<file path="src/rtl/muldiv_hilo_unit_if.sv">
// -----------------------------------------------------------------------------
// muldiv_hilo_unit_if
//
// Purpose
//   Bundles the EX-stage <-> multiply/divide unit signals. The EX stage drives
//   the request and mthi/mtlo side through the master modport. The unit
//   returns busy/done and the architectural HI/LO values through the slave
//   modport.
//
// Signals
//   start   request an operation (taken only while busy=0)
//   op      2'b00 mult, 2'b01 multu, 2'b10 div, 2'b11 divu
//   a, b    rs / rt operands
//   cancel  squash the operation in flight
//   hi_we   mthi write strobe
//   lo_we   mtlo write strobe
//   wdata   mthi / mtlo data
//   busy    operation in flight
//   done    one-cycle pulse when HI/LO were just written by an operation
//   hi, lo  architectural HI / LO registers
//   div0    divide-by-zero flag, pulses together with done
//           (present only when MULDIV_DIV0_FLAG_EN is defined)
//
// Configuration macro: MULDIV_DIV0_FLAG_EN
// -----------------------------------------------------------------------------
interface muldiv_hilo_unit_if #(
  parameter int WIDTH = 32
);
  logic             start;
  logic [1:0]       op;
  logic [WIDTH-1:0] a;
  logic [WIDTH-1:0] b;
  logic             cancel;
  logic             hi_we;
  logic             lo_we;
  logic [WIDTH-1:0] wdata;
  logic             busy;
  logic             done;
  logic [WIDTH-1:0] hi;
  logic [WIDTH-1:0] lo;
`ifdef MULDIV_DIV0_FLAG_EN
  logic             div0;
`endif

  // EX-stage side
  modport master (
    output start, op, a, b, cancel, hi_we, lo_we, wdata,
`ifdef MULDIV_DIV0_FLAG_EN
    input  div0,
`endif
    input  busy, done, hi, lo
  );

  // Multiply/divide unit side
  modport slave (
    input  start, op, a, b, cancel, hi_we, lo_we, wdata,
`ifdef MULDIV_DIV0_FLAG_EN
    output div0,
`endif
    output busy, done, hi, lo
  );
endinterface

</file>
<file path="src/rtl/muldiv_hilo_unit.sv">
// -----------------------------------------------------------------------------
// muldiv_hilo_unit
//
// Purpose
//   Iterative MIPS mult/multu/div/divu engine that owns the architectural HI
//   and LO registers. An operation runs on unsigned magnitudes for WIDTH
//   steps. A final fix-up cycle then applies the result signs and writes
//   HI/LO. mthi/mtlo writes are served while the unit is idle. An in-flight
//   operation can be cancelled (pipeline squash).
//
//   Timeline for a normal operation that starts at edge E0:
//     E0            operands latched, busy rises
//     E1..E_WIDTH   one shift-add or restoring shift-subtract step per edge
//     E_WIDTH+1     sign fix-up, HI/LO written, busy falls, done pulses
//
// Ports
//   clk   rising-edge clock
//   rst   synchronous reset, active-high
//   bus   muldiv_hilo_unit_if.slave (start/op/a/b/cancel/hi_we/lo_we/wdata
//         in; busy/done/hi/lo[/div0] out)
//
// Configuration macro: MULDIV_DIV0_FLAG_EN
//   When defined, a divide by zero skips the iterative phase (fix-up at E1)
//   and raises div0 together with done. When undefined, a divide by zero takes
//   the normal latency. Both builds produce the same HI/LO values.
// -----------------------------------------------------------------------------
module muldiv_hilo_unit #(
  parameter int WIDTH = 32
) (
  input  logic                 clk,
  input  logic                 rst,
  muldiv_hilo_unit_if.slave    bus
);

  localparam int CW = $clog2(WIDTH + 1);

  typedef enum logic [1:0] {
    S_IDLE = 2'd0,
    S_RUN  = 2'd1,
    S_FIX  = 2'd2
  } state_e;

  // -------------------------------------------------------------------------
  // State
  // -------------------------------------------------------------------------
  state_e           state_q, state_d;
  logic [CW-1:0]    cnt_q, cnt_d;
  logic             is_div_q, is_div_d;
  logic             sa_q, sa_d;        // sign of a (0 for unsigned ops)
  logic             sb_q, sb_d;        // sign of b (0 for unsigned ops)
  logic             b_zero_q, b_zero_d;
  // |a| for a multiply (multiplicand), |b| for a divide (divisor)
  logic [WIDTH-1:0] opb_q, opb_d;
  // multiply: upper product half; divide: partial remainder
  logic [WIDTH-1:0] acc_q, acc_d;
  // multiply: multiplier shifting into the lower product half
  // divide:   dividend shifting out while quotient bits shift in
  logic [WIDTH-1:0] sh_q, sh_d;
  logic [WIDTH-1:0] hi_q, hi_d;
  logic [WIDTH-1:0] lo_q, lo_d;
  logic             done_q, done_d;
`ifdef MULDIV_DIV0_FLAG_EN
  logic             div0_q, div0_d;
`endif

  // -------------------------------------------------------------------------
  // Operand preparation for the start edge
  // -------------------------------------------------------------------------
  logic             in_signed;
  logic             in_is_div;
  logic             in_b_zero;
  logic [WIDTH-1:0] abs_a;
  logic [WIDTH-1:0] abs_b;

  // op[0] set means the unsigned flavour, op[1] set means a divide
  assign in_signed = ~bus.op[0];
  assign in_is_div = bus.op[1];
  assign in_b_zero = (bus.b == '0);
  // |MIN| wraps to MIN. That is still the correct unsigned magnitude 2^(WIDTH-1).
  assign abs_a = (in_signed && bus.a[WIDTH-1]) ? -bus.a : bus.a;
  assign abs_b = (in_signed && bus.b[WIDTH-1]) ? -bus.b : bus.b;

  // -------------------------------------------------------------------------
  // One iteration step
  // -------------------------------------------------------------------------
  logic [WIDTH:0]   mul_sum;
  logic [WIDTH:0]   div_shift;
  logic [WIDTH:0]   div_diff;
  logic             div_ge;

  // Shift-add: add the multiplicand to the upper half when the multiplier LSB
  // is set, then shift {carry, acc, sh} right by one.
  assign mul_sum   = {1'b0, acc_q} + (sh_q[0] ? {1'b0, opb_q} : '0);

  // Restoring division: bring the next dividend bit into the remainder and
  // subtract the divisor when it fits. The remainder stays below the divisor,
  // so the shifted value always fits in WIDTH+1 bits. A zero divisor always
  // "fits". That gives an all-ones quotient and leaves |a| in the remainder,
  // which the divide-by-zero result below relies on.
  assign div_shift = {acc_q, sh_q[WIDTH-1]};
  assign div_ge    = (div_shift >= {1'b0, opb_q});
  assign div_diff  = div_shift - {1'b0, opb_q};

  // -------------------------------------------------------------------------
  // Sign fix-up of the raw magnitude results
  // -------------------------------------------------------------------------
  logic [2*WIDTH-1:0] prod_raw;
  logic [2*WIDTH-1:0] prod_fix;
  logic [WIDTH-1:0]   quo_fix;
  logic [WIDTH-1:0]   rem_fix;

  assign prod_raw = {acc_q, sh_q};
  assign prod_fix = (sa_q ^ sb_q) ? -prod_raw : prod_raw;
  assign quo_fix  = (sa_q ^ sb_q) ? -sh_q : sh_q;
  // Truncating division: the remainder takes the dividend's sign. For a divide
  // by zero, acc holds |a|, so this rebuilds the original a.
  assign rem_fix  = sa_q ? -acc_q : acc_q;

  // -------------------------------------------------------------------------
  // Next-state logic
  // -------------------------------------------------------------------------
  // NOTE: every signal written in this block gets its default first. A path
  // that skips an assignment would otherwise infer a latch.
  always_comb begin
    state_d  = state_q;
    cnt_d    = cnt_q;
    is_div_d = is_div_q;
    sa_d     = sa_q;
    sb_d     = sb_q;
    b_zero_d = b_zero_q;
    opb_d    = opb_q;
    acc_d    = acc_q;
    sh_d     = sh_q;
    hi_d     = hi_q;
    lo_d     = lo_q;
    done_d   = 1'b0;
`ifdef MULDIV_DIV0_FLAG_EN
    div0_d   = 1'b0;
`endif

    if (bus.cancel && (state_q != S_IDLE)) begin
      // Squash: drop the operation, leave HI/LO alone, no done pulse.
      // This also takes priority over the fix-up write on the same edge.
      state_d = S_IDLE;
    end else begin
      unique case (state_q)
        S_IDLE: begin
          // An mthi/mtlo write lands on this edge even when a start is taken
          // on the same edge. The operation result overwrites it at fix-up.
          if (bus.hi_we) hi_d = bus.wdata;
          if (bus.lo_we) lo_d = bus.wdata;

          if (bus.start) begin
            state_d  = S_RUN;
            cnt_d    = '0;
            is_div_d = in_is_div;
            sa_d     = in_signed & bus.a[WIDTH-1];
            sb_d     = in_signed & bus.b[WIDTH-1];
            b_zero_d = in_b_zero;
            opb_d    = in_is_div ? abs_b : abs_a;
            acc_d    = '0;
            sh_d     = in_is_div ? abs_a : abs_b;
`ifdef MULDIV_DIV0_FLAG_EN
            if (in_is_div && in_b_zero) begin
              // Skip the iterations. Preload what they would have produced.
              state_d = S_FIX;
              acc_d   = abs_a;
              sh_d    = '1;
            end
`endif
          end
        end

        S_RUN: begin
          if (is_div_q) begin
            acc_d = div_ge ? div_diff[WIDTH-1:0] : div_shift[WIDTH-1:0];
            sh_d  = {sh_q[WIDTH-2:0], div_ge};
          end else begin
            acc_d = mul_sum[WIDTH:1];
            sh_d  = {mul_sum[0], sh_q[WIDTH-1:1]};
          end
          cnt_d = cnt_q + CW'(1);
          if (cnt_q == CW'(WIDTH - 1)) state_d = S_FIX;
        end

        S_FIX: begin
          if (is_div_q && b_zero_q) begin
            // Divide by zero: hi = a, lo = all ones, no sign fix-up.
            hi_d = rem_fix;
            lo_d = '1;
          end else if (is_div_q) begin
            hi_d = rem_fix;
            lo_d = quo_fix;
          end else begin
            hi_d = prod_fix[2*WIDTH-1:WIDTH];
            lo_d = prod_fix[WIDTH-1:0];
          end
          done_d  = 1'b1;
`ifdef MULDIV_DIV0_FLAG_EN
          div0_d  = is_div_q & b_zero_q;
`endif
          state_d = S_IDLE;
        end

        default: state_d = S_IDLE;
      endcase
    end
  end

  // -------------------------------------------------------------------------
  // Registers
  // -------------------------------------------------------------------------
  // NOTE: sequential state uses non-blocking assignments. Every register reads
  // its pre-edge value, so the order of the statements does not matter.
  always_ff @(posedge clk) begin
    if (rst) begin
      // NOTE: the datapath registers are reset too, not only the control
      // state. HI/LO are architectural and must come back as zero.
      state_q  <= S_IDLE;
      cnt_q    <= '0;
      is_div_q <= 1'b0;
      sa_q     <= 1'b0;
      sb_q     <= 1'b0;
      b_zero_q <= 1'b0;
      opb_q    <= '0;
      acc_q    <= '0;
      sh_q     <= '0;
      hi_q     <= '0;
      lo_q     <= '0;
      done_q   <= 1'b0;
`ifdef MULDIV_DIV0_FLAG_EN
      div0_q   <= 1'b0;
`endif
    end else begin
      state_q  <= state_d;
      cnt_q    <= cnt_d;
      is_div_q <= is_div_d;
      sa_q     <= sa_d;
      sb_q     <= sb_d;
      b_zero_q <= b_zero_d;
      opb_q    <= opb_d;
      acc_q    <= acc_d;
      sh_q     <= sh_d;
      hi_q     <= hi_d;
      lo_q     <= lo_d;
      done_q   <= done_d;
`ifdef MULDIV_DIV0_FLAG_EN
      div0_q   <= div0_d;
`endif
    end
  end

  // -------------------------------------------------------------------------
  // Outputs
  // -------------------------------------------------------------------------
  assign bus.busy = (state_q != S_IDLE);
  assign bus.done = done_q;
  assign bus.hi   = hi_q;
  assign bus.lo   = lo_q;
`ifdef MULDIV_DIV0_FLAG_EN
  assign bus.div0 = div0_q;
`endif

endmodule
</file>
<file path="src/flat_wrapper.sv">
// flat-port wrapper written by rule: the top's interface ports become plain ports
module muldiv_hilo_unit_flat 
#(
  parameter int WIDTH = 32
)
  (clk, rst, bus_start, bus_op, bus_a, bus_b, bus_cancel, bus_hi_we, bus_lo_we, bus_wdata, bus_busy, bus_done, bus_hi, bus_lo);
  muldiv_hilo_unit_if #(.WIDTH(WIDTH)) bus_i ();
  input  logic clk;
  input  logic rst;
  input wire logic [$bits(bus_i.start)-1:0] bus_start;
  input wire logic [$bits(bus_i.op)-1:0] bus_op;
  input wire logic [$bits(bus_i.a)-1:0] bus_a;
  input wire logic [$bits(bus_i.b)-1:0] bus_b;
  input wire logic [$bits(bus_i.cancel)-1:0] bus_cancel;
  input wire logic [$bits(bus_i.hi_we)-1:0] bus_hi_we;
  input wire logic [$bits(bus_i.lo_we)-1:0] bus_lo_we;
  input wire logic [$bits(bus_i.wdata)-1:0] bus_wdata;
  output wire logic [$bits(bus_i.busy)-1:0] bus_busy;
  output wire logic [$bits(bus_i.done)-1:0] bus_done;
  output wire logic [$bits(bus_i.hi)-1:0] bus_hi;
  output wire logic [$bits(bus_i.lo)-1:0] bus_lo;
  assign bus_i.start = bus_start;
  assign bus_i.op = bus_op;
  assign bus_i.a = bus_a;
  assign bus_i.b = bus_b;
  assign bus_i.cancel = bus_cancel;
  assign bus_i.hi_we = bus_hi_we;
  assign bus_i.lo_we = bus_lo_we;
  assign bus_i.wdata = bus_wdata;
  assign bus_busy = bus_i.busy;
  assign bus_done = bus_i.done;
  assign bus_hi = bus_i.hi;
  assign bus_lo = bus_i.lo;
  muldiv_hilo_unit #(.WIDTH(WIDTH)) u_core (.clk(clk), .rst(rst), .bus(bus_i));
endmodule
</file>
<file path="config.mk">
export PLATFORM = sky130hd
export DESIGN_NAME = muldiv_hilo_unit_flat
export DESIGN_NICKNAME = d
export VERILOG_FILES = /design/src/rtl/muldiv_hilo_unit_if.sv /design/src/rtl/muldiv_hilo_unit.sv /design/src/flat_wrapper.sv
export SDC_FILE = /design/constraint.sdc
export NUM_CORES = 1
export LEC_CHECK = 0
export CELL_PAD_IN_SITES_DETAIL_PLACEMENT = 0
export CELL_PAD_IN_SITES_GLOBAL_PLACEMENT = 2
export CORE_MARGIN = 10
export CORE_UTILIZATION = 36
export DETAILED_ROUTE_END_ITERATION = 16
export MAX_ROUTING_LAYER = met4
export PLACE_DENSITY = 0.86
export SETUP_SLACK_MARGIN = 0.1
export SLEW_MARGIN = 20
export SYNTH_ARGS = -nofsm -noshare
export SYNTH_HDL_FRONTEND = slang
export SYNTH_SLANG_ARGS = --single-unit
</file>
<file path="constraint.sdc">
create_clock -name clk -period 6.9 [get_ports clk]
set_clock_uncertainty 0.2 [all_clocks]
set_input_delay 1.725 -clock clk [delete_from_list [all_inputs] [get_ports clk]]
set_output_delay 1.725 -clock clk [all_outputs]
set_load 0.05 [all_outputs]
</file>
==> metrics.txt <==
# TYPE chip_impl_metric gauge
chip_impl_metric{name="fp.dieArea",unit="sq um"} 49400
chip_impl_metric{name="max_slew_margin",unit="%"} 27.8
chip_impl_info{name="top_layer",value="met4"} 1
chip_impl_info{name="setup.worst_path.start_class",value="flop"} 1
chip_impl_info{name="cts_root_buf",value="sky130_fd_sc_hd__clkbuf_16"} 1
chip_impl_metric{name="timing.final.crit_period",unit="ns"} 4.89
chip_impl_metric{name="buffer_ports.inserted",unit=""} 169
chip_impl_metric{name="ant_nets",unit=""} 0
chip_impl_info{name="clock_tree_from_tritoncts",value="done"} 1
chip_impl_metric{name="layout.area.seq",unit="sq um"} 3470
chip_impl_info{name="type_of_the_setup_path_with_the_least_slack",value="reg2reg"} 1
chip_impl_metric{name="seq_power_share",unit="%"} 35.1
chip_impl_metric{name="grt_max_degree",unit=""} 74
chip_impl_metric{name="route.layer.met1.wl",unit="um"} 27300
chip_impl_metric{name="clock_sinks",unit=""} 173
chip_impl_metric{name="clockBufferDepth",unit=""} 2
chip_impl_metric{name="combPwrFrac",unit="%"} 31.0
chip_impl_metric{name="max_stage_delay",unit="ns"} 0.88
chip_impl_metric{name="synth.cell_area",unit="sq um"} 14700
chip_impl_metric{name="cts_setup_buffers",unit=""} 0
chip_impl_metric{name="power_per_cell_area",unit="nW/um^2"} 186
chip_impl_metric{name="synth_register_bits",unit=""} 173
chip_impl_metric{name="yosysWarnings",unit=""} 0
chip_impl_metric{name="p_switching",unit="mW"} 1.21
chip_impl_metric{name="period_share",unit="%"} 70.8
chip_impl_metric{name="postPlaceCellArea",unit="sq um"} 16800
chip_impl_metric{name="cp_max_fo",unit=""} 17
chip_impl_metric{name="detail_route.iter0.violations",unit=""} 1219
chip_impl_metric{name="avgViaCountPerCell",unit=""} 5.95
chip_impl_metric{name="post-dp-hpwl",unit="um"} 47500
chip_impl_metric{name="synthesis.nets",unit=""} 2192
chip_impl_metric{name="grt_usage",unit="%"} 24.5
chip_impl_metric{name="worst_pin_slew",unit="ns"} 1.08
chip_impl_metric{name="intPower",unit="mW"} 2.03
chip_impl_metric{name="cts_max_level",unit=""} 4
chip_impl_metric{name="p_sw_share",unit="%"} 37.5
chip_impl_metric{name="instances_no_fill",unit=""} 2638
chip_impl_metric{name="grt_pass1_vias",unit=""} 15200
chip_impl_metric{name="holdBufCountCts",unit=""} 0
chip_impl_metric{name="slew_violations",unit=""} 0
chip_impl_metric{name="core-area",unit="sq um"} 40600
chip_impl_metric{name="post_cts_resize_count",unit=""} 0
chip_impl_metric{name="detailroute.via_count",unit=""} 15700
chip_impl_info{name="path_delay_family",value="compound AO/OA/AOI/OAI gates"} 1
chip_impl_metric{name="met2RoutedLength",unit="um"} 28800
chip_impl_metric{name="wire_length_of_the_first_global_routing_pass",unit="um"} 93200
chip_impl_metric{name="maxCapViolations",unit=""} 0
chip_impl_metric{name="data_arrival_time_at_the_worst_slack_endpoint",unit="ns"} 5.04
chip_impl_metric{name="required",unit="ns"} 7.06
chip_impl_metric{name="tns",unit="ns"} 0
chip_impl_metric{name="floorplan.die.height",unit="um"} 222
chip_impl_metric{name="drive_above_1_share",unit="%"} 4.61
chip_impl_info{name="critical_path.cell_chain",value="inv_1, buf_4, ha_1, nor3b_1, nand4_1, o21ai_1, nand2_1, o311ai_0, a21oi_1, a21o_1"} 1
chip_impl_metric{name="gpl.final_weighted_congestion",unit=""} 0.913
chip_impl_metric{name="clkLatencyLatePin",unit="ns"} 0.46
chip_impl_info{name="ys_flop_type",value="sky130_fd_sc_hd__dfxtp_1"} 1
chip_impl_metric{name="wl_per_cell",unit="um"} 23.1
chip_impl_metric{name="critical_path_buf_inv_count",unit=""} 2
chip_impl_metric{name="timing_hold_violations_final",unit=""} 0
chip_impl_info{name="hp-class",value="reg2reg"} 1
chip_impl_metric{name="power_frac_clock",unit="%"} 33.9
chip_impl_metric{name="report.final.setup_viol",unit=""} 0
chip_impl_metric{name="synth_enable_flop_cells",unit=""} 0
chip_impl_metric{name="area.growth.synth_to_final",unit="%"} 18.4
chip_impl_metric{name="synth_cell_types",unit=""} 72
chip_impl_metric{name="synth.yosys.seq_area_share",unit="%"} 23.5
chip_impl_metric{name="synth_async_sr_flop_share",unit="%"} 0
chip_impl_metric{name="post_synth_inst_count",unit=""} 2017
chip_impl_info{name="worst_path_max_delay_cell",value="sky130_fd_sc_hd__o21ai_1"} 1
chip_impl_info{name="rsz0062_at_grt",value="no"} 1
chip_impl_metric{name="totalWireLength",unit="um"} 61100
chip_impl_info{name="status",value="finished clean"} 1
chip_impl_metric{name="vdd.ir_drop.worst",unit="mV"} 0.194
chip_impl_metric{name="total_leakage_power",unit="nW"} 6.75
chip_impl_metric{name="placement_rows",unit=""} 74
chip_impl_metric{name="effective_utilization_at_floorplan",unit="%"} 36.2
chip_impl_metric{name="cell_area_after_layout",unit="sq um"} 17400
chip_impl_metric{name="num-nets-final",unit=""} 2265
chip_impl_metric{name="firstDrtPassIters",unit=""} 5
chip_impl_metric{name="multiInputGateArea",unit="sq um"} 10500
chip_impl_metric{name="total_cts_buffers",unit=""} 17
chip_impl_metric{name="wl_met3",unit="um"} 3340
chip_impl_metric{name="antenna_found_initial",unit=""} 3
chip_impl_metric{name="setup.reg_to_reg.worst_slack",unit="ns"} 2.01
chip_impl_metric{name="grt-ovfl-total",unit=""} 0
chip_impl_metric{name="clock_edge_transition_at_the_registers_on_the_reported_setup_and_hold_paths",unit="ns"} 0.07
chip_impl_metric{name="dp_cells",unit=""} 2603
chip_impl_metric{name="fp.dieW",unit="um"} 222
chip_impl_metric{name="drc_errors",unit=""} 0
chip_impl_metric{name="num-fill-cells",unit=""} 4200
chip_impl_metric{name="max_freq",unit="GHz"} 0.205
chip_impl_metric{name="pin_count",unit=""} 170
chip_impl_info{name="worst_setup_path_end_kind",value="flop"} 1
chip_impl_metric{name="syn_avg_cell_area",unit="sq um"} 7.30
synthesized netlist by cell type (8+ instances only):
master                     instances  area, sq um
sky130_fd_sc_hd__ha_1             69          863
sky130_fd_sc_hd__o21a_1           16          120
sky130_fd_sc_hd__a211oi_1         39          293
sky130_fd_sc_hd__nor2b_1          15         93.8
sky130_fd_sc_hd__o21bai_1         10         75.1
sky130_fd_sc_hd__a311oi_1          8         70.1
sky130_fd_sc_hd__nand3_1          17         85.1
sky130_fd_sc_hd__and3_1           15         93.8
sky130_fd_sc_hd__mux2_2            9          101
sky130_fd_sc_hd__xnor2_1         101          885
sky130_fd_sc_hd__buf_1            14         52.6
sky130_fd_sc_hd__o21ai_0         147          736
sky130_fd_sc_hd__a31oi_1          23          144
sky130_fd_sc_hd__inv_1            67          251
sky130_fd_sc_hd__nand4_1          17          106
sky130_fd_sc_hd__nand2_1         198          743
sky130_fd_sc_hd__o31ai_1          19          143
sky130_fd_sc_hd__a22oi_1          12         90.1
sky130_fd_sc_hd__nor2_1          211          792
sky130_fd_sc_hd__nand2b_1         20          125
sky130_fd_sc_hd__nor4_1           15         93.8
sky130_fd_sc_hd__o22ai_1          11         68.8
sky130_fd_sc_hd__o221ai_1         35          307
sky130_fd_sc_hd__and2_1            8         50.1
sky130_fd_sc_hd__mux2i_1          57          571
sky130_fd_sc_hd__a21o_1           44          330
sky130_fd_sc_hd__dfxtp_1         173         3460
sky130_fd_sc_hd__or4_1            13         97.6
sky130_fd_sc_hd__xor2_1           69          604
sky130_fd_sc_hd__nor3_1           65          325
sky130_fd_sc_hd__or3_1            13         81.3
sky130_fd_sc_hd__o41ai_1          13          114
sky130_fd_sc_hd__a21oi_1         200         1000
sky130_fd_sc_hd__o211ai_1         38          285
sky130_fd_sc_hd__a221oi_1          8         70.1
sky130_fd_sc_hd__clkbuf_1        123          462
state kept, by name, summed over array words and instances, names as in the netlist:
register	cells
u_core.is_div_q	1
u_core.sb_q	1
u_core.state_q	2
u_core.bus.lo	32
u_core.sh_q	32
u_core.bus.hi	32
u_core.sa_q	1
u_core.acc_q	32
u_core.b_zero_q	1
u_core.cnt_q	6
u_core.opb_q	32
u_core.bus.done	1
cells in the final DEF, fill, tap and decap left out, types with 9 or more instances in the layout:
| master | synthesis | layout |
|---|---|---|
| sky130_fd_sc_hd__inv_1 | 67 | 67 |
| sky130_fd_sc_hd__mux2i_1 | 57 | 57 |
| sky130_fd_sc_hd__o21a_1 | 16 | 16 |
| sky130_fd_sc_hd__ha_1 | 69 | 69 |
| sky130_fd_sc_hd__a21o_1 | 44 | 43 |
| sky130_fd_sc_hd__a21oi_1 | 200 | 199 |
| sky130_fd_sc_hd__nand2b_1 | 20 | 19 |
| sky130_fd_sc_hd__or3_1 | 13 | 13 |
| sky130_fd_sc_hd__dfxtp_1 | 173 | 172 |
| sky130_fd_sc_hd__clkbuf_16 | 0 | 17 |
| sky130_fd_sc_hd__nand3_1 | 17 | 17 |
| sky130_fd_sc_hd__a211oi_1 | 39 | 39 |
| sky130_fd_sc_hd__a31oi_1 | 23 | 23 |
| sky130_fd_sc_hd__nand2_1 | 198 | 198 |
| sky130_fd_sc_hd__a22oi_1 | 12 | 12 |
| sky130_fd_sc_hd__o31ai_1 | 19 | 19 |
| sky130_fd_sc_hd__nor3_1 | 65 | 65 |
| sky130_fd_sc_hd__nor2b_1 | 15 | 14 |
| sky130_fd_sc_hd__or4_1 | 13 | 13 |
| sky130_fd_sc_hd__nor4_1 | 15 | 15 |
| sky130_fd_sc_hd__clkdlybuf4s50_1 | 0 | 167 |
| sky130_fd_sc_hd__nor2_1 | 211 | 209 |
| sky130_fd_sc_hd__buf_4 | 0 | 30 |
| sky130_fd_sc_hd__o21ai_0 | 147 | 145 |
| sky130_fd_sc_hd__o41ai_1 | 13 | 13 |
| sky130_fd_sc_hd__o211ai_1 | 38 | 38 |
| sky130_fd_sc_hd__mux2_2 | 9 | 9 |
| sky130_fd_sc_hd__o221ai_1 | 35 | 35 |
| sky130_fd_sc_hd__o21bai_1 | 10 | 10 |
| sky130_fd_sc_hd__xnor2_1 | 101 | 101 |
| sky130_fd_sc_hd__o22ai_1 | 11 | 11 |
| sky130_fd_sc_hd__nand4_1 | 17 | 17 |
| sky130_fd_sc_hd__xor2_1 | 69 | 69 |
| sky130_fd_sc_hd__and3_1 | 15 | 15 |
per-stage QoR:
stage	utilization (%)	hold slack (ns)	setup WS (ns)	power (mW)
2_1_floorplan	-	0.232	2.73	1.79
3_3_place_gp	41.3	0.239	1.66	2.15
3_5_place_dp	41.3	0.240	1.64	2.15
4_1_cts	42.9	0.256	2.14	3.25
5_1_grt	42.9	0.275	1.57	3.38
6_report	42.9	0.251	2.01	3.24
cells by family after synthesis:
logic type      count (synthesis)  synth area share, %
simple gates                  637                 20.0
mux                            66                 4.57
fa+ha+maj                      71                 6.14
xor+xnor                      170                 10.1
compound gates                688                 30.2
buf+inv                       212                 5.47
flops                         173                 23.5
worst paths after layout:
path	start	to	cells after the start
max	u_core.sh_q[0]$_SDFFE_PP0P_	u_core.bus.hi[28]$_SDFFE_PP0P_	10
min	u_core.bus.hi[31]$_SDFFE_PP0P_	u_core.bus.hi[31]$_SDFFE_PP0P_	2
max reg2reg	u_core.sh_q[0]$_SDFFE_PP0P_	u_core.bus.hi[28]$_SDFFE_PP0P_	10
min reg2reg	u_core.bus.hi[31]$_SDFFE_PP0P_	u_core.bus.hi[31]$_SDFFE_PP0P_	2
power groups by stage:
stage / combinational (mW) / sequential (mW) / clock [mW]
finish: 1.00 / 1.14 / 1.10
global route: 1.09 / 1.15 / 1.14
CTS: 0.998 / 1.14 / 1.11
detailed placement: 0.993 / 1.16 / 0
global placement: 0.992 / 1.16 / 0
floorplan: 0.588 / 1.20 / 0
cell type report:
cell class,count,share of cell area (%)
diodes,3,0.0431
clock buffers,17,2.44
clock inverters,15,1.30
inverters,68,1.46
multi-input cells,1632,60.1
flip-flops and latches,173,19.9
well taps,532,3.82
repair buffers,198,10.9
tightest hold or removal path, cell delays in order, from the launching register on:
cell                      delay (ns)
sky130_fd_sc_hd__dfxtp_1        0.31
sky130_fd_sc_hd__nand2_1        0.05
sky130_fd_sc_hd__o21ai_1        0.05
per-layer routing:
layer  vias up  GRT usage, %
li1       7519             -
met1      7640          30.7
met2       459          39.4
met3        78          4.20
met4         0          7.20
met5         -             -
(Power assumes the default switching activity.)
